`src/rtl/pcieifc_sram_fifo_ctrl.sv`:
```
// ---------------------------------------------------------------------------
// pcieifc_sram_fifo_ctrl
//
// First-word-fall-through FIFO controller wrapped around one external simple
// dual-port SRAM that has a registered (1-cycle) read port. A 2-entry prefetch
// buffer (head + skid) hides the read latency, so the block sustains one beat
// per cycle in and out.
//
// Ports
//   clk, rst                 clock, asynchronous active-high reset
//   clr                      synchronous flush, beats the traffic in priority
//   in_valid/in_ready/in_data    write-side stream
//   out_valid/out_ready/out_data read-side stream; out_data comes from a register
//   count                    beats held: SRAM + in-flight read + prefetch buffer
//   sram_wea/addra/dina      SRAM write port (dina is in_data passed through)
//   sram_reb/addrb           SRAM read port
//   sram_doutb               SRAM read data, valid the cycle after sram_reb
// ---------------------------------------------------------------------------
module pcieifc_sram_fifo_ctrl #(
    parameter int DATAWIDTH = 269,
    parameter int ADDRWIDTH = 6,
    parameter int DEPTH     = 1 << ADDRWIDTH,
    parameter int CNTWIDTH  = ADDRWIDTH + 2
) (
    input  logic                 clk,
    input  logic                 rst,
    input  logic                 clr,
    input  logic                 in_valid,
    output logic                 in_ready,
    input  logic [DATAWIDTH-1:0] in_data,
    output logic                 out_valid,
    input  logic                 out_ready,
    output logic [DATAWIDTH-1:0] out_data,
    output logic [CNTWIDTH-1:0]  count,
    output logic                 sram_wea,
    output logic [ADDRWIDTH-1:0] sram_addra,
    output logic [DATAWIDTH-1:0] sram_dina,
    output logic                 sram_reb,
    output logic [ADDRWIDTH-1:0] sram_addrb,
    input  logic [DATAWIDTH-1:0] sram_doutb
);

    localparam logic [ADDRWIDTH:0] DEPTH_U = (ADDRWIDTH + 1)'(DEPTH);

    logic [ADDRWIDTH-1:0] wr_ptr_reg, wr_ptr_next;
    logic [ADDRWIDTH-1:0] rd_ptr_reg, rd_ptr_next;
    logic [ADDRWIDTH:0]   sram_used_reg, sram_used_next;
    logic [1:0]           buf_cnt_reg, buf_cnt_next;
    logic                 rd_inflight_reg;
    logic [CNTWIDTH-1:0]  count_reg, count_next;
    logic [DATAWIDTH-1:0] head_reg, head_next;
    logic [DATAWIDTH-1:0] skid_reg, skid_next;

    logic       push;
    logic       pop;
    logic       issue;
    logic [2:0] pending;

    // in_ready depends only on registered occupancy, so a read issued while
    // full frees a slot only from the next cycle on.
    assign in_ready  = (sram_used_reg < DEPTH_U) && !clr;
    // Gating with rst keeps the SRAM write strobe quiet while reset is held.
    assign push      = in_valid && in_ready && !rst;
    assign out_valid = (buf_cnt_reg != 2'd0);
    assign pop       = out_valid && out_ready;
    assign out_data  = head_reg;

    // Slots that will be occupied after this edge if nothing new is issued:
    // current buffer fill plus the read returning now, minus the beat leaving.
    assign pending = {1'b0, buf_cnt_reg} + {2'b00, rd_inflight_reg};
    assign issue   = (sram_used_reg != '0) && !clr && (pending < (3'd2 + {2'b00, pop}));

    assign sram_wea   = push;
    assign sram_addra = wr_ptr_reg;
    assign sram_dina  = in_data;
    assign sram_reb   = issue;
    assign sram_addrb = rd_ptr_reg;
    assign count      = count_reg;

    always_comb begin
        wr_ptr_next    = wr_ptr_reg + ADDRWIDTH'(push);
        rd_ptr_next    = rd_ptr_reg + ADDRWIDTH'(issue);
        sram_used_next = sram_used_reg + (ADDRWIDTH + 1)'(push) - (ADDRWIDTH + 1)'(issue);
    end

    // Prefetch buffer. A returning read (rd_inflight_reg) lands in the first
    // free slot after any pop has been applied, which keeps beats in order.
    always_comb begin
        buf_cnt_next = buf_cnt_reg;
        head_next    = head_reg;
        skid_next    = skid_reg;
        case ({rd_inflight_reg, pop})
            2'b01: begin
                head_next    = skid_reg;
                buf_cnt_next = buf_cnt_reg - 2'd1;
            end
            2'b10: begin
                if (buf_cnt_reg == 2'd0) begin
                    head_next = sram_doutb;
                end else begin
                    skid_next = sram_doutb;
                end
                buf_cnt_next = buf_cnt_reg + 2'd1;
            end
            2'b11: begin
                if (buf_cnt_reg == 2'd1) begin
                    head_next = sram_doutb;
                end else begin
                    head_next = skid_reg;
                    skid_next = sram_doutb;
                end
            end
            default: begin
            end
        endcase
    end

    // count tracks the state that will exist after this edge, so it always
    // agrees with the other registered counters.
    always_comb begin
        count_next = CNTWIDTH'(sram_used_next) + CNTWIDTH'(buf_cnt_next) + CNTWIDTH'(issue);
    end

    always_ff @(posedge clk or posedge rst) begin
        if (rst) begin
            wr_ptr_reg      <= '0;
            rd_ptr_reg      <= '0;
            sram_used_reg   <= '0;
            buf_cnt_reg     <= '0;
            rd_inflight_reg <= 1'b0;
            count_reg       <= '0;
        end else if (clr) begin
            wr_ptr_reg      <= '0;
            rd_ptr_reg      <= '0;
            sram_used_reg   <= '0;
            buf_cnt_reg     <= '0;
            rd_inflight_reg <= 1'b0;
            count_reg       <= '0;
        end else begin
            wr_ptr_reg      <= wr_ptr_next;
            rd_ptr_reg      <= rd_ptr_next;
            sram_used_reg   <= sram_used_next;
            buf_cnt_reg     <= buf_cnt_next;
            rd_inflight_reg <= issue;
            count_reg       <= count_next;
        end
    end

    // Payload registers carry no reset: their contents are ignored whenever
    // buf_cnt_reg says the slot is empty.
    always_ff @(posedge clk) begin
        head_reg <= head_next;
        skid_reg <= skid_next;
    end

endmodule

```
`config.mk`:
```
export PLATFORM = sky130hd
export DESIGN_NAME = pcieifc_sram_fifo_ctrl
export DESIGN_NICKNAME = d
export VERILOG_FILES = /design/src/rtl/pcieifc_sram_fifo_ctrl.sv
export SDC_FILE = /design/constraint.sdc
export NUM_CORES = 1
export LEC_CHECK = 0
export ABC_CLOCK_PERIOD_IN_PS = 20600
export CORE_AREA = 2 2 431 433
export DETAILED_ROUTE_END_ITERATION = 7
export DIE_AREA = 0 0 433 435
export PLACE_DENSITY = 0.4
export SLEW_MARGIN = 20
export SYNTH_ARGS = -nofsm -noshare
export SYNTH_HDL_FRONTEND = slang
export SYNTH_SLANG_ARGS = --single-unit
```
`constraint.sdc`:
```
create_clock -name clk -period 20.6 [get_ports clk]
set_input_delay 6.18 -clock clk [delete_from_list [all_inputs] [get_ports clk]]
set_output_delay 6.18 -clock clk [all_outputs]
set_load 0.02 [all_outputs]
```
==> summary.md, run 1 <==
| Metric | Value |
|---|---|
| Post-Synthesis Cells | `1312` |
| Post-Layout Cell Count | `4182` |
| HPWL Detailed | `63.0 mm` |
| Post-synthesis mux area share | `0.177%` |
| DRC errors left | `0` |
| Fin nets | `2207` |
| Initial antenna violation count | `11` |
| CP endpoint kind | `primary output` |
| Vias per cell | `3.02` |
| Root buffer cell | `clkbuf_16` |
| Overall die height | `435 µm` |
| Hold buffers post-CTS | `0` |
| Post-cts gate resize count | `0` |
| Core Area | `184000 µm²` |
| Share of the clock period used by the worst path | `roughly 73%` |
| Worst skew pair latency | `between 0.6 and 0.7 ns` |
| Power Dens Cells | `174 nW/µm²` |
| Post-Synth XOR/XNOR Area | `0.653%` |
| DP Cell Count | `4044` |
| Via count | `12600` |
| Crit path DAT | `about 9 ns` |
| Die W | `433 µm` |
| Sink Count | `around 570` |
| All-layer global routing usage | `8.95%` |
| Worst-Margin Slew | `1.13 ns` |
| Synth Area in Adders | `1.43%` |
| Share of cells above drive strength 1 | `under 10%` |
| Post-synthesis simple-gate area fraction | `1.36%` |
| Placer Congestion | `0.756` |
| Grt total ovfl | `0` |
| CTS tree | `done` |
| Routed Antenna Nets | `0` |
| Largest family of logic cells by synthesized area | `compound AO/OA/AOI/OAI gates` |
| Register area share after synthesis | `74.8%` |
| Crit path max-delay cell type | `clkdlybuf4s50_1` |
| Port Buffers | `566` |
| Post-CTS setup buffer count | `0` |
| Status | `finished, final reports clean` |
| Synth Area in Compound Gates | `11.1%` |
| Slowest cell delay on critical path | `0.83 ns` |
| Yosys top cell by area | `edfxtp_1` |
| Avg WL per Cell | `20.9 µm` |
| DRT iter0 DRCs | `612` |
| Wirelength, routed | `87.5 mm` |
| Most common cell after layout, fill and taps aside | `clkdlybuf4s50_1` |
| Largest net degree at the start of global routing | `149` |
| Final hold violations | `0` |
| Die footprint | `188000 µm²` |
| Yosys reg bits | `568` |
| Synth area leaders | `edfxtp_1 71%, a22o_1 10%, buf_4 8.9%` |
| Hold WC Path Type | `flip-flop to flip-flop` |
| Post-Syn Nets | `1879` |
| Clock buffer depth | `3` |
| CP Class | `primary input to primary output` |
| Ports | `1105` |
| Worst-path fanout max | `4` |
| Layout Skew | `0.0294 ns` |
| RSZ-0062 raised after global routing | `no` |
| F_max | `66.9 MHz` |
| Worst IR drop on VDD | `0.0000722 V` |
| H-tree depth | `3` |
| Placement Rows | `around 160` |
| Clock buffer count from CTS | `74` |
| First-pass GRT wire length | `116 mm` |
| Synth Cell Area | `22600 µm²` |
| Required @ worst endpoint | `14.42 ns` |
| Share of the synthesized area in the top cell type | `just over 70%` |
| Slew Limit Fails | `0` |
| Setup violators final | `0` |
| Avg Inst Size Synth | `about 17 µm²` |
| Worst path most repeated cell | `clkdlybuf4s50_1` |
| Count of cell types in the netlist | `39` |
| Setup TNS | `0 ns` |
| Clock-pin slew on the worst setup and hold paths | `0.06 ns` |
| Leak | `around 11 nW` |
| Vias in the first global route | `~13000` |
| Min Tclk post-route | `14.96 ns` |
| Crit path launch type | `primary input` |
| Syn. warnings | `0` |
| Initial Util | `12.3%` |
| Pre-Repair DR Iteration Count | `4` |
| Area growth syn-to-layout | `40.4%` |
| Crit path cell chain | `clkdlybuf4s50_1 > nand2_1 > o21ai_0 > o41ai_1 > nor3_1 > clkdlybuf4s50_1` |
| Most frequent cells in the layout | `566 x clkdlybuf4s50_1, 538 x edfxtp_1, 269 x a22o_1, 75 x clkbuf_16, 30 x dfrtp_1` |
| Relative slew slack | `approximately 25%` |
| Max-cap violation count | `0` |
-- power breakdown --
group / internal (mW) / switching (mW)
Clock: 0.770 / 0.550
Combinational: 0.826 / 1.34
Sequential: 1.92 / 0.117
-- critical path: cells and delay by family --
family	cells	cell delay, ns
AOI/OAI and AO/OA	2	0.46
buffers and inverters	2	1.38
and+or+nand+nor	2	0.75
-- per-layer routing --
layer	routed length [µm]	GRT usage [%]	up-vias
li1	-	-	5489
met1	26900	7.81	6366
met2	49300	17.3	522
met3	7690	3.65	239
met4	3590	4.27	0
met5	0	0.0512	-
-- metrics by stage --
step                      util (%)  power (mW)  hold slack, ns  cell area (µm²)  setup slack [ns]
after global routing          17.2        5.83           0.530            31700              5.33
after detailed placement      15.9        4.31           0.517            29300              5.35
final                         17.2        5.52           0.515            31700              5.64
after global placement        15.9        4.31           0.516            29300              5.41
after floorplan                  -        3.53           0.512            22600            0.0369
after CTS                     17.2        5.69           0.513            31700              5.33
-- logic make-up after synthesis --
kind of cell	after synthesis
AO/OA/AOI/OAI	289
XOR/XNOR	16
adder cells (fa/ha/maj)	24
buffers and inverters	351
flip-flops	568
multiplexers	4
AND/OR/NAND/NOR	60
-- final cells by class --
type / count / area, µm²
Antenna cell: 8 / 20.0
Clock buffer: 89 / 1940
Clock inverter: 41 / 519
Fill cell: 19900 / 152000
Inverter: 20 / 75.1
Multi-Input combinational cell: 393 / 3360
Sequential cell: 568 / 16900
Tap cell: 2480 / 3100
Timing Repair Buffer: 583 / 5810
-- path summary, 6_finish.rpt --
check | to | cells past startpoint | slack (ns) | start
min in group asynchronous | sram_addra[3] | 3 | 6.00 | rst
hold / removal | out_data[255] | 1 | 0.52 | skid_reg[255]
hold reg to reg | out_data[255] | 1 | 0.52 | skid_reg[255]
setup / recovery | sram_reb | 6 | 5.64 | out_ready
setup reg to reg | out_data[38] | 11 | 15.97 | buf_cnt_reg[0]
max in group asynchronous | sram_addrb[4] | 3 | 14.24 | rst
-- Yosys cell counts, drive strengths merged --
cell    number
o311ai       1
nor2b       11
nor2        26
clkbuf      19
nor4         1
nor3         7
a211oi       2
fa           3
or2b         1
a22o       269
nand2b       1
buf        312
xnor2        5
xor2        11
nand2        4
mux2i        4
nand3b       1
dfrtp       30
o21ai        5
o211ai       1
and2         1
edfxtp     538
o31ai        2
and3         1
nand3        5
ha          21
inv         20
o41ai        1
a21oi        6
a21o         2
nor3b        1
(Power assumes the default switching activity.)
==> run 2, diff against run 1 <==
--- a/config.mk
+++ b/config.mk
@@ -5,7 +5,7 @@
 export SDC_FILE = /design/constraint.sdc
 export NUM_CORES = 1
 export LEC_CHECK = 0
-export ABC_CLOCK_PERIOD_IN_PS = 20600
+export ABC_CLOCK_PERIOD_IN_PS = 13700
 export CORE_AREA = 2 2 431 433
 export DETAILED_ROUTE_END_ITERATION = 7
 export DIE_AREA = 0 0 433 435
==> constraint.sdc (replaced) <==
create_clock -name clk -period 13.7 [get_ports clk]
set_input_delay 4.11 -clock clk [delete_from_list [all_inputs] [get_ports clk]]
set_output_delay 4.11 -clock clk [all_outputs]
set_load 0.02 [all_outputs]
==> run 2 against run 1 <==
  * Routed wire length barely moved
  * Critical path depth stayed put
  * Largest power group unchanged
  * Non-clock buffer count is 5 lower
  * Count of clock-buffer cells in the layout shrank 10
  * Sequential share of layout area up 0.41 points
  * Sequential cell count is the same
==> summary.md, run 2 (synthesis gave the netlist of run 1 again) <==
| Metric | Value |
|---|---|
| Status | `finished, final reports clean` |
| Worst skew pair latency | `0.65 ns` |
| CP endpoint kind | `primary output` |
| Most frequent cells in the layout | `565 x clkdlybuf4s50_1, 538 x edfxtp_1, 269 x a22o_1, 69 x clkbuf_16, 30 x dfrtp_1` |
| Die footprint | `roughly 190000 µm²` |
| Initial Util | `12.3%` |
| Initial antenna violation count | `16` |
| Min Tclk post-route | `10.45 ns` |
| H-tree depth | `3` |
| Vias in the first global route | `12900` |
| Via count | `12600` |
| Fin nets | `approximately 2200` |
| Share of the clock period used by the worst path | `76.3%` |
| Most common cell after layout, fill and taps aside | `clkdlybuf4s50_1` |
| Port Buffers | `approximately 570` |
| Slowest cell delay on critical path | `0.72 ns` |
| Setup TNS | `0 ns` |
| F_max | `roughly 96 MHz` |
| Largest net degree at the start of global routing | `~150` |
| Share of cells above drive strength 1 | `7.66%` |
| Final Power | `8.15 mW` |
| Final hold violations | `0` |
| Placer Congestion | `0.773` |
| Vias per cell | `3.02` |
| Slew Limit Fails | `0` |
| Overall die height | `435 µm` |
| Placement Rows | `158` |
| Die W | `433 µm` |
| Clock buffer depth | `3` |
| HPWL Detailed | `62.6 mm` |
| Wirelength, routed | `87.4 mm` |
| DRT iter0 DRCs | `669` |
| Core Area | `184000 µm²` |
| Root buffer cell | `clkbuf_16` |
| CP Class | `primary input to primary output` |
| DRC errors left | `0` |
| Hold buffers post-CTS | `0` |
| Routed Antenna Nets | `0` |
| Hold WC Path Type | `flip-flop to flip-flop` |
| Crit path DAT | `6.34 ns` |
| Worst IR drop on VDD | `0.000233 V` |
| Ports | `1105` |
| Hold_sp | `skid_reg[40]` |
| Worst-path fanout max | `4` |
| Clock buffer count from CTS | `69` |
| Finished Cell Area | `31500 µm²` |
| Setup violators final | `0` |
| Area growth syn-to-layout | `39.3%` |
| RR Endpoint | `count[3]` |
| Grt total ovfl | `0` |
| Post-cts gate resize count | `0` |
| Worst-Margin Slew | `between 1 and 1.5 ns` |
| Required @ worst endpoint | `9.59 ns` |
| Crit path cell chain | `clkdlybuf4s50_1 > nand2_1 > o21ai_0 > o41ai_1 > nor3_2 > clkdlybuf4s50_1` |
| Placed Area | `between 20000 and 30000 µm²` |
| Crit path max-delay cell type | `clkdlybuf4s50_1` |
| Setup ws final | `3.25 ns` |
| RSZ-0062 raised after global routing | `no` |
| Worst hold stages | `1` |
| Clock-pin slew on the worst setup and hold paths | `about 0.060 ns` |
| Relative slew slack | `between 20 and 30%` |
| Flop2flop setup slack | `9.15 ns` |
| Worst Hold End | `out_data[40]` |
| CP delay by family, top | `buffers and inverters` |
| All-layer global routing usage | `between 8 and 9%` |
| Worst path most repeated cell | `clkdlybuf4s50_1` |
| First-pass GRT wire length | `116 mm` |
| Power Dens Cells | `259 nW/µm²` |
| Pre-CTS setup slack | `just over 3 ns` |
| Reg2reg path depth | `18` |
| Max-cap violation count | `0` |
| Crit path launch type | `primary input` |
| Sink Count | `568` |
| Post-CTS setup buffer count | `0` |
| Worst R2R Start | `buf_cnt_reg[0]` |
| Layout Skew | `0.0284 ns` |
| Leak | `10.5 nW` |
| Pre-Repair DR Iteration Count | `4` |
| Avg WL per Cell | `roughly 21 µm` |
| CTS tree | `done` |
| Crit path buffers/inverters | `2` |
run 2: layer usage:
layer | vias to the layer above | GRT usage [%] | routed length [µm]
li1 | 5455 | - | -
met4 | 0 | 5.54 | 5120
met3 | 267 | 3.03 | 6490
met5 | - | 0.0512 | 0
met2 | 555 | 17.5 | 49500
met1 | 6311 | 7.54 | 26400
run 2: worst max-delay path by stage:
stage	cells past startpoint	startpoint	slack, ns	end
detailed placement	6	out_ready	3.09	sram_reb
global placement	6	out_ready	3.10	sram_reb
finish	6	out_ready	3.25	sram_reb
global route	6	out_ready	3.00	sram_reb
floorplan	4	buf_cnt_reg[0]	0.20	out_data[0]
CTS	6	out_ready	3.07	sram_reb
run 2: metrics by stage:
step	hold WS, ns	utilization (%)	cells
2_1_floorplan	0.512	-	1312
3_3_place_gp	0.517	15.9	4038
3_5_place_dp	0.517	15.9	4038
4_1_cts	0.512	17.1	4162
5_1_grt	0.534	17.1	4167
6_report	0.521	17.1	4167
run 2: final cells by class:
cell class,instances,area [µm²]
Sequential cell,568,16900
Clock buffer,79,1760
Inverter,20,75.1
Clock inverter,45,419
Tap cell,2480,3100
Fill cell,19900,153000
Multi-Input combinational cell,393,3370
Antenna cell,4,10.0
Timing Repair Buffer,578,5850
run 2: where the power goes:
part           internal, mW  switching [mW]  leakage [nW]  total (mW)
Clock                  1.02           0.785          1.06        1.80
Combinational          1.26            2.03          3.98        3.29
Sequential             2.89           0.166          5.46        3.06
Total                  5.17            2.98          10.5        8.15
